<file path="config.mk">
export PLATFORM = sky130hd
export DESIGN_NAME = fir_mac_scheduler
export DESIGN_NICKNAME = d
export VERILOG_FILES = /design/src/rtl/fir_mac_pkg.sv /design/src/rtl/fir_tap_store.sv /design/src/rtl/fir_mac_scheduler.sv
export SDC_FILE = /design/constraint.sdc
export NUM_CORES = 1
export LEC_CHECK = 0
export CAP_MARGIN = 20
export CORE_ASPECT_RATIO = 1.4
export CORE_UTILIZATION = 45
export DETAILED_ROUTE_END_ITERATION = 6
export PLACE_DENSITY = 0.69
export SYNTH_ARGS = -nofsm -noshare
export SYNTH_HDL_FRONTEND = slang
export SYNTH_SLANG_ARGS = --single-unit
</file>
<file path="constraint.sdc">
create_clock -name clk -period 4.7 [get_ports clk]
set_input_delay 0.47 -clock clk [delete_from_list [all_inputs] [get_ports clk]]
set_output_delay 0.47 -clock clk [all_outputs]
set_load 0.03 [all_outputs]
</file>
<file path="src/rtl/fir_mac_pkg.sv">
// Shared types and arithmetic helpers for the time-multiplexed FIR MAC scheduler.
package fir_mac_pkg;

    typedef logic [1:0] state_t;

    localparam state_t IDLE  = 2'd0;
    localparam state_t ISSUE = 2'd1;
    localparam state_t DRAIN = 2'd2;
    localparam state_t OUT   = 2'd3;

    function automatic int acc_width(input int data_w, input int taps);
        return 2 * data_w - 1 + $clog2(taps);
    endfunction

    // The multiplier only has a (w-1)-bit magnitude path, so the most negative code is pulled in by one.
    function automatic logic signed [63:0] sat_operand(input logic signed [63:0] v, input int w);
        logic signed [63:0] most_neg;
        most_neg = -(64'sd1 <<< (w - 1));
        return (v == most_neg) ? v + 64'sd1 : v;
    endfunction

    function automatic logic signed [63:0] sm_to_tc(input logic sign, input logic [63:0] mag);
        return sign ? -$signed(mag) : $signed(mag);
    endfunction

endpackage

</file>
<file path="src/rtl/fir_tap_store.sv">
// Sample delay line and coefficient bank with an indexed read port for the tap issuer.
module fir_tap_store
    import fir_mac_pkg::*;
#(
    parameter int DATA_W = 17,
    parameter int TAPS = 8,
    localparam int AW = $clog2(TAPS)
) (
    input  logic                     clk,
    input  logic                     rst_n,
    input  logic                     shift_en,
    input  logic signed [DATA_W-1:0] s_data,
    input  logic                     coef_we,
    input  logic [AW-1:0]            coef_addr,
    input  logic signed [DATA_W-1:0] coef_data,
    input  logic                     busy,
    input  logic [AW-1:0]            rd_idx,
    output logic signed [DATA_W-1:0] x_rd,
    output logic signed [DATA_W-1:0] h_rd
);

    logic signed [DATA_W-1:0] x [TAPS];
    logic signed [DATA_W-1:0] h [TAPS];

    always_ff @(posedge clk or negedge rst_n) begin
        if (!rst_n) begin
            for (int i = 0; i < TAPS; i++) x[i] <= '0;
        end else if (shift_en) begin
            x[0] <= s_data;
            for (int i = 1; i < TAPS; i++) x[i] <= x[i-1];
        end
    end

    // Writes while a sample is in progress are dropped so a running sum never sees mixed coefficients.
    always_ff @(posedge clk or negedge rst_n) begin
        if (!rst_n) begin
            for (int i = 0; i < TAPS; i++) h[i] <= '0;
        end else if (coef_we && !busy && (int'(coef_addr) < TAPS)) begin
            h[coef_addr] <= coef_data;
        end
    end

    assign x_rd = x[rd_idx];
    assign h_rd = h[rd_idx];

endmodule

</file>
<file path="src/rtl/fir_mac_scheduler.sv">
// FIR controller issuing one tap per cycle to a shared sign-magnitude multiplier and accumulating the products.
module fir_mac_scheduler
    import fir_mac_pkg::*;
#(
    parameter int DATA_W = 17,
    parameter int TAPS = 8,
    parameter int MUL_LATENCY = 2,
    localparam int ACC_W = acc_width(DATA_W, TAPS),
    localparam int AW = $clog2(TAPS)
) (
    input  logic                     clk,
    input  logic                     rst_n,
    input  logic                     s_valid,
    output logic                     s_ready,
    input  logic signed [DATA_W-1:0] s_data,
    input  logic                     coef_we,
    input  logic [AW-1:0]            coef_addr,
    input  logic signed [DATA_W-1:0] coef_data,
    output logic signed [DATA_W-1:0] mul_a,
    output logic signed [DATA_W-1:0] mul_b,
    input  logic [2*DATA_W-2:0]      mul_p,
    output logic                     m_valid,
    input  logic                     m_ready,
    output logic signed [ACC_W-1:0]  m_data,
    output logic                     busy
);

    localparam int PW = 2 * DATA_W - 1;

    state_t                   state;
    logic [AW-1:0]            k;
    logic [MUL_LATENCY-1:0]   vld_p;
    logic [MUL_LATENCY-1:0]   vld_shift;
    logic [MUL_LATENCY-1:0]   vld_next;
    logic signed [ACC_W-1:0]  acc;
    logic signed [ACC_W-1:0]  acc_sum;
    logic signed [ACC_W-1:0]  prod_tc;
    logic signed [DATA_W-1:0] x_rd;
    logic signed [DATA_W-1:0] h_rd;
    logic                     accept;
    logic                     issue;

    assign accept  = (state == IDLE) && s_valid;
    assign issue   = (state == ISSUE);
    assign busy    = (state != IDLE);
    assign s_ready = (state == IDLE);

    fir_tap_store #(
        .DATA_W(DATA_W),
        .TAPS  (TAPS)
    ) u_store (
        .clk      (clk),
        .rst_n    (rst_n),
        .shift_en (accept),
        .s_data   (s_data),
        .coef_we  (coef_we),
        .coef_addr(coef_addr),
        .coef_data(coef_data),
        .busy     (busy),
        .rd_idx   (k),
        .x_rd     (x_rd),
        .h_rd     (h_rd)
    );

    // Stage boundary: the valid bit rides alongside each tap through the external multiplier.
    assign vld_shift = vld_p << 1;

    always_comb begin
        vld_next    = vld_shift;
        vld_next[0] = issue;
    end

    assign prod_tc = ACC_W'(sm_to_tc(mul_p[PW-1], 64'(mul_p[PW-2:0])));
    assign acc_sum = vld_p[MUL_LATENCY-1] ? acc + prod_tc : acc;

    always_ff @(posedge clk or negedge rst_n) begin
        if (!rst_n) begin
            state   <= IDLE;
            k       <= '0;
            vld_p   <= '0;
            acc     <= '0;
            mul_a   <= '0;
            mul_b   <= '0;
            m_valid <= 1'b0;
            m_data  <= '0;
        end else begin
            vld_p <= vld_next;
            acc   <= acc_sum;
            case (state)
                IDLE: begin
                    if (s_valid) begin
                        acc   <= '0;
                        k     <= '0;
                        state <= ISSUE;
                    end
                end
                ISSUE: begin
                    mul_a <= DATA_W'(sat_operand(64'(x_rd), DATA_W));
                    mul_b <= DATA_W'(sat_operand(64'(h_rd), DATA_W));
                    k     <= k + 1'b1;
                    if (int'(k) == TAPS - 1) state <= DRAIN;
                end
                DRAIN: begin
                    // Leave once only the final product (if any) remains; it is folded in via acc_sum.
                    if (vld_shift == '0) begin
                        m_valid <= 1'b1;
                        m_data  <= acc_sum;
                        state   <= OUT;
                    end
                end
                OUT: begin
                    if (m_ready) begin
                        m_valid <= 1'b0;
                        state   <= IDLE;
                    end
                end
                default: state <= IDLE;
            endcase
        end
    end

endmodule

</file>
# Word level (Yosys, flattened, before mapping)
# Cells that the tools add are included.
[word_totals] reg_bits=386 latch_bits=0 mem_bits_rw=0 rom_bits=0 in_bits=75 output_inout_bits=73 elab_cells=82 memories=0
[op_classes] addsub=5 n_mul=0 div=0 order_cmp=3 eq_ne=10 n_shift=0 muxes=25 bitwise=2 n_reduce_logical=13
[ops] operator="36-bit two-way mux" count=4
[ops] operator="136-bit bitwise mux" count=1
[ops] operator="17-bit two-way mux" count=7
[ops] operator="17-bit binary-select mux with 3-bit select" count=2
[ops] operator="17-bit demux with 3-bit select" count=1
[ops] operator="36-bit adder" count=1
[ops] operator="32-bit negator with 36-bit output" count=1
[ops] operator="17-bit by 2-bit adder with 17-bit output (second input constant)" count=2
[ops] operator="17-bit == test (second input constant)" count=2
[ops] operator="4-bit greater-or-equal comparator (second input constant)" count=2
[ops] operator="2-bit two-way mux" count=4
[ops] operator="3-bit inverter with 4-bit output" count=2
[ops] operator="2-bit one-hot mux with 4 select lines" count=1
[ops] operator="2-bit inequality test (second input constant)" count=3
[ops] operator="3-bit one-hot mux with 2 select lines" count=1
[ops] operator="2-bit nonzero test" count=3
[ops] operator="2-bit == test (second input constant)" count=2
[ops] operator="2-bit zero test" count=2
[ops] operator="4-bit by 1-bit < comparator with 1-bit output (second input constant)" count=1
[ops] operator="2-bit AND reduction" count=2
[ops] operator="4-bit AND reduction" count=1
[ops] operator="3-bit by 1-bit adder with 3-bit output (second input constant)" count=1
[ops] operator="3-bit by 1-bit == test with 1-bit output (second input constant)" count=1
[ops] operator="1-bit logical AND" count=3
[ops] operator="7 further kinds" count=8

# Depth between registers and ports, before layout
[logic_depth] depth_word=6 depth_mapped=21

# Modules after synthesis
# From an unflattened synthesis, not the netlist that was laid out.
[hier_totals] hier_cells=1503 hier_area_um2=19580.0
[modules_own_cells] module="fir_tap_store" instances=1 cells_each=705 area_each_um2=12211.7 seq_area_each_um2=6806.5
[modules_own_cells] module="fir_mac_scheduler" instances=1 cells_each=798 area_each_um2=7368.3 seq_area_each_um2=2852.7

# Worst setup path before layout
# Ideal clock, no wire load.
[synth_timing] path_type="in2reg" startpoint="input mul_p[1]" endpoint="register acc[33]" setup_time_ps=133 arrival_ps=4687 slack_ps=-121 path_stages=19 path_buffers=1 cell_sequence="inv_1 ha_1 nand2_1 or4_1 or4_1 or2_2 or4_1 or3_1 o21ai_0 xnor2_1 ha_1 clkbuf_1 and3_1 a221o_1 a31oi_1 o31ai_1 a221oi_1 xor2_1 o22ai_1"
[synth_via] elab_chain_len=6
[synth_rtl] element="start, declared" line="fir_mac_scheduler.sv:21" text="input logic [2*DATA_W-2:0] mul_p,"
[synth_rtl] element="32-bit negator with 36-bit output" line="fir_mac_pkg.sv:23" text="return sign ? -$signed(mag) : $signed(mag);"
[synth_rtl] element="36-bit two-way mux (*)" line="fir_mac_pkg.sv:23"
[synth_rtl] element="36-bit adder (*)" line="fir_mac_scheduler.sv:74" text="assign acc_sum = vld_p[MUL_LATENCY-1] ? acc + prod_tc : acc;"
[synth_rtl] element="36-bit two-way mux (*)" line="fir_mac_scheduler.sv:74"
[synth_rtl] element="36-bit two-way mux" line="fir_mac_scheduler.sv:91" text="if (s_valid) begin"
[synth_rtl] element="36-bit two-way mux (*)" line="fir_mac_scheduler.sv:89" text="case (state)"
[synth_rtl] element="end signal, assigned" line="fir_mac_scheduler.sv:88" text="acc <= acc_sum;"
[synth_rtl] element="end, declared" line="fir_mac_scheduler.sv:35" text="logic signed [ACC_W-1:0] acc;"
# Mark *: on every way between the ends. The rest lies on a longest branch, timed or not.
# A chain may end at the register's enable or synchronous reset.

# Worst setup path in the final report
[layout_timing] startpoint="input mul_p[0]" endpoint="register acc[33]"
# The elaborated chain is that of the path after synthesis.

==> results_dict.tcl <==
set metrics [dict create \
    p_leak_nw 11.1 \
    synth_compound_area_frac 0.0713 \
    cts_max_level 2 \
    setup_viol_count_final 0 \
    grt.total_usage 0.223 \
    rows 89 \
    cts-root-buf "clkbuf_16" \
    ys_seq_area_frac 0.504 \
    synthArstFlopShare 1.00 \
    yosys_warnings 0 \
    grt_max_degree 143 \
    die-area_um2 43400 \
    ant_nets 0 \
    required_ns 5.09 \
    synth_fp_nets 1925 \
    holdWs_ns 0.452 \
    utilization 0.560 \
    cap_violations 0 \
    clock-sinks 386 \
    synth_area_leaders "dfrtp_1 50%, nand2_1 9.9%, mux2_2 8.2%, mux4_2 8.0%, ha_1 3.0%" \
    clockBufferDepth 3 \
    cp-end-kind "register" \
    drc 0 \
    synth.area.mux_share 0.188 \
    worstSetupPathType "in -> reg" \
    initial_utilization 0.455 \
    dp_hpwl_um 30700 \
    core_area_um2 42100 \
    gp_congestion 0.947 \
    syn_to_final_growth_pct 23.1 \
    finalCritPeriodShare 0.975 \
    maxSlewViolCount 0 \
    fin_nets 2168 \
    clkSlewWorstSetupHoldPaths_ns 0.06 \
    synth_xor_area_frac 0.0279 \
    netlist_area_um2 19200 \
    critPathLaunchType "primary input" \
    ys_top_cells_by_count "507 x nand2_1, 386 x dfrtp_1, 140 x mux2_2" \
    cts_tree "built" \
    max-vdd-ir-drop_mv 0.504 \
    status "finished, final reports clean" \
    grt_pass1_vias 14900 \
    ios 148 \
    antennaDiodeCount 0 \
    grt_pass1_wl_um 76700 \
    final.min_clock_period_ns 4.58 \
    tightest_slew_ns 1.12 \
    slew-limit-headroom 0.256 \
    finClkSkew_ns 0.0268 \
    p_per_area_nw_per_um2 704 \
    synthCells 1803 \
    vias 14300 \
    yosysTopAreaCell "dfrtp_1" \
    port-buffer-count 147 \
    synthAdderAreaFrac 0.0311 \
    crit_fanout 4 \
    die-width_um 176 \
    ys_types 59 \
    fp.dieH_um 246 \
    hold_path.class "in -> reg" \
    synth_edf_count 0 \
    globalRouteOverflowTotal 0 \
    drive_gt1_frac 0.231 \
    yosys.area_share.simple 0.153 \
    hold_viol 0 \
    cts_made_buffers 39 \
    synth-seq-cells 386 \
    crit_arrival_ns 4.97 \
    drt-initial-drc-count 1152 \
    ys.flop_type "dfrtp_1" \
    synth_top_cell_area_share 0.504 \
    clock_latency_ns 0.55 \
    nFillCells 3580 \
    viasPerCell 5.46 \
    synth_most_common_cell "nand2_1" \
    first_pass_iters 5 \
    syn_area_per_cell_um2 10.6 \
    fmax_mhz 218 \
    grt_antenna_before_repair 1 \
    synth_top_family_by_area "multiplexers" \
    drt-total-wl_um 47500 \
    wl_per_cell_um 18.1 \
]
==> layer usage <==
metal / share of wire / up-vias / GRT usage
li1: - / 6691 / -
met1: 0.41 / 7169 / 0.278
met2: 0.51 / 332 / 0.392
met3: 0.045 / 104 / 0.0302
met4: 0.031 / 2 / 0.0791
met5: 0.00027 / - / 0
==> layout by cell type (no fill, tap or decap), types with 11 or more instances in the layout <==
cell type and instances:
a21o_1 19, a21oi_1 55, a31oi_1 20, buf_4 152, clkbuf_1 11, clkbuf_16 39
clkdlybuf4s50_1 139, dfrtp_1 383, ha_1 41, inv_1 18, mux2_2 140, mux2i_1 50
mux4_2 68, nand2_1 505, nand2b_1 12, nand4_1 14, nor2_1 101, nor3_1 12
o21ai_0 51, o21ai_1 11, xnor2_1 52
==> timing repair <==
action,4_1_cts,5_1_grt
setup endpoints to repair,19,29
resized for setup,35,38
hold endpoints to repair,75,0
setup buffers,29,3
hold buffers,1,0
pin swaps,18,20
==> area by class of cell <==
| class | instances | area [um2] | area share |
|---|---|---|---|
| Clock buffer | 56 | 1100 | 0.0467 |
| Clock inverter | 13 | 140 | 0.00595 |
| Inverter | 21 | 78.8 | 0.00334 |
| Multi-Input combinational cell | 1295 | 9230 | 0.392 |
| Sequential cell | 386 | 9670 | 0.410 |
| Tap cell | 546 | 683 | 0.0290 |
| Timing Repair Buffer | 303 | 2670 | 0.113 |
==> kinds of logic after synthesis <==
family                     after synthesis
and+or+nand+nor                        708
DFF                                    386
muxes                                  258
AOI/OAI and AO/OA                      221
buffers and inverters                  122
xor gates and xnor gates                61
adders and majority gates               47
==> power breakdown <==
part           switching, W  internal, W
Combinational       0.00405      0.00360
Clock               0.00132      0.00174
Sequential          0.00103      0.00483
Total               0.00641       0.0102
==> flip-flops by register name, summed over array words and instances (netlist names) <==
| register | cells |
|---|---|
| u_store.h | 136 |
| u_store.x | 136 |
| acc | 36 |
| m_data | 36 |
| mul_a | 17 |
| mul_b | 17 |
| k | 3 |
| state | 2 |
| vld_p | 2 |
| m_valid | 1 |
==> through the flow <==
stage	worst slack, ns	instance area [um2]	cells	setup TNS (ns)	total power (W)
final	0.117	23600	2620	0	0.0166
after global routing	-0.0452	23600	2620	-0.210	0.0177
after CTS	0.0155	23400	2617	0	0.0166
after detailed placement	-0.823	21900	2518	-19.04	0.0134
after global placement	-0.727	21900	2518	-15.69	0.0132
after floorplan	0.00209	19200	1803	0	0.0108
==> worst paths after layout <==
kind                            cells past startpoint             end  startpoint  slack [ns]
worst max-delay path                               19         acc[33]    mul_p[0]        0.12
worst min-delay path                                3  u_store.x[126]   s_data[7]        0.45
worst max register to register                      8        mul_b[0]        k[0]        1.01
worst min register to register                      0        vld_p[1]    vld_p[0]        0.47
max in group asynchronous                           3    u_store.h[4]       rst_n        3.00
min in group asynchronous                           2          acc[2]       rst_n        0.53
==> critical path: stages <==
cell,delay [ns]
buf_2,0.12
inv_2,0.08
ha_4,0.15
nand2_2,0.06
or4_4,0.51
or4_4,0.45
or2_4,0.27
or4_4,0.44
or3_4,0.37
o21ai_2,0.13
xnor2_1,0.14
ha_1,0.31
and3_4,0.20
a221o_1,0.33
a31oi_2,0.20
o31ai_4,0.13
a221oi_2,0.28
xor2_1,0.24
o22ai_1,0.10
(Power assumes the default switching activity.)
